==> src/rtl/serial_uart_pkg.sv <==
// Shared UART definitions: parity modes, transmitter state encoding and
// bit-timing helpers used by the serial transmitter (and later the receiver).
package serial_uart_pkg;

  localparam int PAR_NONE = 0;
  localparam int PAR_ODD  = 1;
  localparam int PAR_EVEN = 2;

  typedef enum logic [2:0] {
    ST_IDLE,
    ST_START,
    ST_DATA,
    ST_PARITY,
    ST_STOP,
    ST_BREAK,
    ST_MARK
  } uart_state_t;

  // Whole clocks per bit; the remainder is dropped.
  function automatic int ticks_per_bit(input int clk_hz, input int baud);
    return clk_hz / baud;
  endfunction

  // The truncated bit period makes each bit slightly short. Over a frame the
  // accumulated drift must stay below half a bit for the far end to sample it.
  function automatic logic frame_timing_ok(input int clk_hz, input int baud,
                                           input int frame_bits);
    longint tpb;
    longint err;
    tpb = longint'(clk_hz / baud);
    err = longint'(clk_hz) - tpb * longint'(baud);
    return (longint'(2 * frame_bits) * err) < (tpb * longint'(baud));
  endfunction

endpackage

==> src/rtl/serial_bit_timer.sv <==
// Free-running bit timer: counts 0..TICKS-1 and raises done_o during the last
// clock of every bit. The strobe is registered one count early so it needs no
// decode after the flop and each bit lasts exactly TICKS clocks.
module serial_bit_timer #(
  parameter int TICKS = 16
) (
  input  logic clk_i,
  input  logic rst_ni,
  input  logic clear_i,
  output logic done_o
);

  localparam int            CW   = (TICKS > 2) ? $clog2(TICKS) : 2;
  localparam logic [CW-1:0] LAST = CW'(TICKS - 1);
  localparam logic [CW-1:0] PRE  = CW'(TICKS - 2);

  logic [CW-1:0] cnt_q, cnt_d;
  logic          done_q, done_d;

  // Next count and early done strobe; clear holds the timer at the bit start.
  always_comb begin
    cnt_d  = '0;
    done_d = 1'b0;
    if (!clear_i) begin
      cnt_d  = (cnt_q == LAST) ? '0 : cnt_q + CW'(1);
      done_d = (cnt_q == PRE);
    end
  end

  // Counter and strobe registers.
  always_ff @(posedge clk_i or negedge rst_ni) begin
    if (!rst_ni) begin
      cnt_q  <= '0;
      done_q <= 1'b0;
    end else begin
      cnt_q  <= cnt_d;
      done_q <= done_d;
    end
  end

  assign done_o = done_q;

endmodule

==> src/rtl/serial_transmitter_cfg.sv <==
// Configurable UART transmitter: 5..9 data bits LSB first, optional odd/even
// parity, 1 or 2 stop bits and a level-driven break. A new payload may be
// handed over during the stop bits so frames follow without an idle gap.
module serial_transmitter_cfg
  import serial_uart_pkg::*;
#(
  parameter int pClockFrequency = 16000000,
  parameter int pBaudRate       = 115200,
  parameter int pDataBits       = 8,
  parameter int pParity         = 0,
  parameter int pStopBits       = 1
) (
  input  logic                 iClock,
  input  logic                 inReset,
  input  logic [pDataBits-1:0] iData,
  input  logic                 iSend,
  input  logic                 iBreak,
  output logic                 oReady,
  output logic                 oTxd
);

  localparam int TICKS      = ticks_per_bit(pClockFrequency, pBaudRate);
  localparam int FRAME_BITS = 1 + pDataBits + ((pParity != PAR_NONE) ? 1 : 0) + pStopBits;
  localparam int FRAME_CLKS = FRAME_BITS * TICKS;
  localparam int BW         = $clog2(FRAME_CLKS);
  localparam int IW         = $clog2(pDataBits);

  localparam logic [BW-1:0] BRK_MIN   = BW'(FRAME_CLKS - 1);
  localparam logic [IW-1:0] IDX_LAST  = IW'(pDataBits - 1);
  localparam logic          STOP_LAST = 1'(pStopBits - 1);

  if (TICKS < 3 || pDataBits < 5 || pDataBits > 9 || pParity > 2 ||
      (pStopBits != 1 && pStopBits != 2)) begin : g_bad_cfg
    $fatal(1, "serial_transmitter_cfg: illegal parameters clk=%0d baud=%0d bits=%0d par=%0d stop=%0d",
           pClockFrequency, pBaudRate, pDataBits, pParity, pStopBits);
  end

  if (!frame_timing_ok(pClockFrequency, pBaudRate, FRAME_BITS)) begin : g_drift
    $warning("serial_transmitter_cfg: bit period truncation drifts more than half a bit per frame");
  end

  uart_state_t          state_q, state_d;
  logic [pDataBits-1:0] shreg_q, shreg_d;
  logic                 par_q, par_d;
  logic [IW-1:0]        idx_q, idx_d;
  logic                 stop_q, stop_d;
  logic                 pend_q, pend_d;
  logic [BW-1:0]        brk_q, brk_d;
  logic                 ready_q, ready_d;
  logic                 txd_q, txd_d;

  logic bit_done;
  logic tmr_clr;
  logic accept;
  logic par_calc;

  // Bit timing restarts at the first bit after IDLE and after a break.
  assign tmr_clr = (state_q == ST_IDLE) || (state_q == ST_BREAK);

  serial_bit_timer #(
    .TICKS (TICKS)
  ) u_timer (
    .clk_i   (iClock),
    .rst_ni  (inReset),
    .clear_i (tmr_clr),
    .done_o  (bit_done)
  );

  assign accept   = iSend && ready_q;
  assign par_calc = (pParity == PAR_ODD) ? ~(^iData) : (^iData);

  // Frame sequencing, payload shifter, handshake and break timing.
  always_comb begin
    state_d = state_q;
    shreg_d = shreg_q;
    par_d   = par_q;
    idx_d   = idx_q;
    stop_d  = stop_q;
    pend_d  = pend_q;
    brk_d   = '0;
    ready_d = ready_q;
    unique case (state_q)
      ST_IDLE: begin
        ready_d = 1'b1;
        if (accept) begin
          shreg_d = iData;
          par_d   = par_calc;
          ready_d = 1'b0;
          state_d = ST_START;
        end else if (iBreak) begin
          ready_d = 1'b0;
          state_d = ST_BREAK;
        end
      end
      ST_START: begin
        if (bit_done) begin
          idx_d   = '0;
          state_d = ST_DATA;
        end
      end
      ST_DATA: begin
        if (bit_done) begin
          shreg_d = shreg_q >> 1;
          if (idx_q == IDX_LAST) begin
            if (pParity != PAR_NONE) begin
              state_d = ST_PARITY;
            end else begin
              stop_d  = 1'b0;
              ready_d = 1'b1;
              state_d = ST_STOP;
            end
          end else begin
            idx_d = idx_q + IW'(1);
          end
        end
      end
      ST_PARITY: begin
        if (bit_done) begin
          stop_d  = 1'b0;
          ready_d = 1'b1;
          state_d = ST_STOP;
        end
      end
      ST_STOP: begin
        // Early hand-over: hold the next payload until the stop bits end.
        if (accept) begin
          shreg_d = iData;
          par_d   = par_calc;
          pend_d  = 1'b1;
          ready_d = 1'b0;
        end
        if (bit_done) begin
          if (stop_q == STOP_LAST) begin
            if (pend_q || accept) begin
              pend_d  = 1'b0;
              state_d = ST_START;
            end else if (iBreak) begin
              ready_d = 1'b0;
              state_d = ST_BREAK;
            end else begin
              state_d = ST_IDLE;
            end
          end else begin
            stop_d = 1'b1;
          end
        end
      end
      ST_BREAK: begin
        // Saturating clock count enforces a break of at least one frame.
        brk_d = (brk_q == BRK_MIN) ? brk_q : brk_q + BW'(1);
        if (!iBreak && brk_q == BRK_MIN) begin
          stop_d  = 1'b0;
          state_d = ST_MARK;
        end
      end
      ST_MARK: begin
        if (bit_done) begin
          if (stop_q == STOP_LAST) state_d = ST_IDLE;
          else                     stop_d  = 1'b1;
        end
      end
      default: state_d = ST_IDLE;
    endcase
  end

  // Line level for the current state; registered below so the pin never glitches.
  always_comb begin
    txd_d = 1'b1;
    case (state_q)
      ST_START, ST_BREAK: txd_d = 1'b0;
      ST_DATA:            txd_d = shreg_q[0];
      ST_PARITY:          txd_d = par_q;
      default:            txd_d = 1'b1;
    endcase
  end

  // State registers; reset aborts any frame and parks the line at mark.
  always_ff @(posedge iClock or negedge inReset) begin
    if (!inReset) begin
      state_q <= ST_IDLE;
      shreg_q <= '0;
      par_q   <= 1'b0;
      idx_q   <= '0;
      stop_q  <= 1'b0;
      pend_q  <= 1'b0;
      brk_q   <= '0;
      ready_q <= 1'b0;
      txd_q   <= 1'b1;
    end else begin
      state_q <= state_d;
      shreg_q <= shreg_d;
      par_q   <= par_d;
      idx_q   <= idx_d;
      stop_q  <= stop_d;
      pend_q  <= pend_d;
      brk_q   <= brk_d;
      ready_q <= ready_d;
      txd_q   <= txd_d;
    end
  end

  assign oReady = ready_q;
  assign oTxd   = txd_q;

endmodule

==> config.mk <==
export PLATFORM = sky130hd
export DESIGN_NAME = serial_transmitter_cfg
export DESIGN_NICKNAME = d
export VERILOG_FILES = /design/src/rtl/serial_uart_pkg.sv /design/src/rtl/serial_bit_timer.sv /design/src/rtl/serial_transmitter_cfg.sv
export SDC_FILE = /design/constraint.sdc
export NUM_CORES = 1
export LEC_CHECK = 0
export ABC_AREA = 1
export CELL_PAD_IN_SITES_DETAIL_PLACEMENT = 1
export CELL_PAD_IN_SITES_GLOBAL_PLACEMENT = 1
export CORE_MARGIN = 10
export CORE_UTILIZATION = 47
export CTS_CLUSTER_DIAMETER = 30
export DETAILED_ROUTE_END_ITERATION = 16
export PLACE_DENSITY = 0.93
export RECOVER_POWER = 50
export SYNTH_ARGS = -nofsm -noshare
export SYNTH_HDL_FRONTEND = slang
export SYNTH_SLANG_ARGS = --single-unit
==> constraint.sdc <==
create_clock -name iClock -period 3.6 [get_ports iClock]
set_clock_uncertainty 0.15 [all_clocks]
set_input_delay 0.72 -clock iClock [delete_from_list [all_inputs] [get_ports iClock]]
set_output_delay 0.72 -clock iClock [all_outputs]
set_load 0.005 [all_outputs]
======== Word-level counts from Yosys, hierarchy flattened ========
Index checks and enable logic that the tools add are counted.
Widths: inputs -> output; s select.
storage, ports and cells
  register bits ........................... 39
operators by class
  reductions and logical operators ........ 20
  muxes and demuxes ....................... 49
  add/subtract/negate cells ............... 3
  eq/ne operators ......................... 24
operator list
  kind                   count
  $mux 3                 16
  $mux 8                 4
  $mux 11                2
  $mux 1                 21
  $pmux 3 s7             1
  $eq 8x8->1 const B     2
  $ne 2x1->1 const B     8
  $pmux 8 s2             1
  $eq 3x3->1 const B     4
  $add 11x1->11 const B  1
  $eq 11x11->1 const B   1
  $ne 2x2->1 const B     5
  $reduce_and 10->1      1
  $add 8x1->8 const B    1
  $pmux 1 s4             2
  $reduce_and 4->1       2
  $reduce_bool 4->1      2
  $reduce_xor 8->1       1
  $eq 3x2->1 const B     2
  $pmux 3 s2             1
  $reduce_and 6->1       1
  $reduce_or 2->1        3
  $reduce_bool 2->1      2
  $add 3x1->3 const B    1
  9 further kinds        11

======== Depth between registers and ports, before layout ========
  word-level depth ........................ 7
  gate-level depth with buffers ........... 10
  depth with buffers taken out ............ 10

======== Cells and area by module ========
Synthesis repeated with hierarchy kept, for this count alone.
unflattened totals
  cells, all modules ...................... 290
  area, all modules ....................... 2,187.1 um^2
modules (own cells, without submodules)
  module                  cells each  area each (um^2)  times used
  serial_transmitter_cfg  229         1,704.1           1
  serial_bit_timer        61          483.0             1

======== Least setup slack after synthesis ========
OpenSTA, ideal clock, no wires.
  path type ............................... input-to-reg
  start point ............................. in iSend
  end point ............................... reg shreg_q[6]
  required time ........................... 3,321 ps
  cell stages on the path ................. 7
  data arrival time ....................... 1,285 ps
  setup slack ............................. 2,036 ps
  cell sequence ........................... nand2_1 -> inv_1 -> nand2_1 -> nand2_2 -> buf_6 -> o211ai_2 -> o21ai_0
between the ends
  longest elaborated chain between the ends .. 3
RTL lines
  item                        line                           RTL
  start: declaration          serial_transmitter_cfg.sv:16   input logic iSend,
  $logic_and 1x1->1           serial_transmitter_cfg.sv:69   assign accept = iSend && ready_q;
  $ne 2x1->1 (no line)        --
  $reduce_and 3->1 (no line)  --
  end signal: assignment      serial_transmitter_cfg.sv:191  shreg_q <= shreg_d;
  end: declaration            serial_transmitter_cfg.sv:43   logic [pDataBits-1:0] shreg_q, shreg_d;
Every way passes these cells.
A chain may end at the register's enable or synchronous reset.

==> metrics.txt <==
drt first pass iters=4; crit path from=inReset; final instance area=0.00245 mm^2; layout cells sized above 1=10.8%; clock sinks=38; Worst Hold Class=flip-flop to flip-flop; Inserted Clock Buffers=5; vias in the first global route=1927; worst r2r src=state_q[2]; Hold Vio Cnt, Final=0; Via Count=1836; Antenna Nets Post-Route=0; CP top delay family=buffers and inverters; Peak VDD IR=0.000312 V; Max FO, Critical Path=38; most common cell after layout, fill and taps aside=nand2_1; Post-synth ARST share=100%; Max-Slew Margin vs Limit=-36.1%; CP Class=primary input to asynchronous set/reset pin; Tightest Pin Transition=2040 ps; gr busiest metal=met2; unique cell type count in the Yosys netlist=34; met1 Track Usage GR=15.4%; worst hold slack=347 ps; FP Rows=24; RSZ-0062 raised after global routing=no; Static Leak=0.00120 uW; hold path depth=1; Vias/cell=5.26; Antenna Cells=0; met2 Track Usage GR=25.4%; Layout area overhead=10.8%; Worst Hold End=brk_q[5]; grt total ovfl=0; DRT iter0 DRCs=66; sequential share of the synthesized area=43.0%; status=complete, but fails checks; hold path start=brk_q[5]; CTS resizes=0; EDFF count, synth=0; Synth Net Count=298; CTS root buffer=clkbuf_8; setup bufs post-CTS=0; H-tree Lvls=2; Hold-fix buffers, CTS=0; post-route setup slack=1280 ps; Clock transition at path regs=80 ps; Mapped Cells=280; DRC viols=0; Die Wd=88.6 um; Post-DP Area=0.00236 mm^2; # nets final=314; Die Footprint=0.00785 mm^2; wire length per cell=14.7 um; CP max stage cell=clkbuf_1; Max Root-Sink Buffers=2; Yosys Warn Count=0; failing checks=capacitance limit, slew limit; Post-DP HPWL=3800 um; final setup fails=0; WP buf/inv=1; synthesized flop and latch total=38; I/O pin total=14; Worst EP required=3450 ps; CP Data Arrival Time=2170 ps; Total Wirelength=5130 um; CTS tree=done; dpl ws=1260 ps; CP Cell Sequence=clkbuf_1; reg2reg path depth=7; Port Buffers=13; commonest cells after routing, fill and taps aside=70 x nand2_1, 41 x inv_1, 37 x dfrtp_1, 20 x nor2_1, 20 x nand3_1; core region area=0.00444 mm^2; min cycle time layout=2320 ps; largest net degree at the start of global routing=39; pwr dens=647 mW/mm^2; crit path capture type=asynchronous set/reset pin; clk_lat worst skew=300 ps; Slew Limit Fails=39; total track usage=13.9%; setup_tns=0 ps; global-route wire length before repair=8650 um; crit path launch type=primary input; Synth Flop Type=dfrtp_1; GP Congestion=0.785; reg-to-reg slack, setup=1800 ps; Syn Area/Cell=7.90 um^2; Max Fclk=431 MHz; met3 usage in global routing=2.67%; chip height=88.6 um; initial antenna violation count=0; Max-cap violations=1; mapped cell area=0.00221 mm^2; final period utilization=64.5%; Critical Path Max Stage Delay=1440 ps; terminus of the critical flop-to-flop path=shreg_q[6]; Initial Utilization=49.8%
-- cell families after synthesis --
group                    share of synthesized area (%)
buffers and inverters                             9.16
flip-flops                                        43.0
AO/OA/AOI/OAI                                     11.0
AND/OR/NAND/NOR                                   29.1
XOR/XNOR                                          4.35
adder cells (fa/ha/maj)                           3.39
-- cells in the mapped netlist (3+ instances only) --
library cell  instances  share of area, %
nand2_2               5               1.4
o21ai_0              14               3.2
o21ai_1               4              0.90
inv_2                 3              0.51
nand2_1              70                12
o21ai_2               3               1.2
nand3_1              20               4.5
buf_6                 3               1.5
nor3_1                3              0.68
xor2_1                7               2.8
nor2_1               20               3.4
inv_1                40               6.8
nor2_2                5               1.4
a21oi_1               8               1.8
xnor2_1               4               1.6
ha_1                  6               3.4
nand4_1               5               1.4
o211ai_1              6               2.0
nor2_4                3               1.5
dfrtp_1              37                42
-- flip-flops by register name, summed over array words and instances (netlist names) --
name / flops
state_q: 3
pend_q: 1
shreg_q: 8
oTxd: 1
par_q: 1
idx_q: 3
brk_q: 11
u_timer.cnt_q: 8
u_timer.done_o: 1
oReady: 1
-- per-stage QoR --
stage,std cells,total power (uW),utilization (%)
2_1_floorplan,280,1130,-
3_3_place_gp,341,1250,53.2
3_5_place_dp,341,1300,53.2
4_1_cts,349,1610,55.2
5_1_grt,349,1730,55.2
6_report,349,1590,55.2
-- area by class of cell --
type                    count  area [um^2]
repair buffers             13          124
clock inverters             1         5.00
fillers                   567         1990
well taps                  52         65.1
inverters                  43          161
clock buffers               7         86.3
flip-flops and latches     38          952
multi-input cells         195         1060
-- layer usage --
layer	vias to the layer above	wire, um	share of wire, %
met5	-	0	0
met4	0	87	1.7
met3	9	167	3.3
met2	26	2630	51
met1	871	2250	44
li1	930	-	-
-- worst max-delay path by stage --
stage	endpoint	slack (ps)	cells after the start
finish	brk_q[0]	1280	1
global route	idx_q[1]	850	1
CTS	oTxd	1420	1
detailed placement	shreg_q[6]	1260	7
global placement	shreg_q[3]	1370	7
floorplan	shreg_q[6]	2040	7
-- report_power, final --
part / internal [uW] / switching [uW] / total (uW) / leakage (uW)
Clock: 154 / 148 / 303 / 0.0000482
Sequential: 532 / 95.2 / 627 / 0.000503
Combinational: 228 / 428 / 656 / 0.000645
Total: 914 / 671 / 1590 / 0.00120
(Power assumes the default switching activity.)
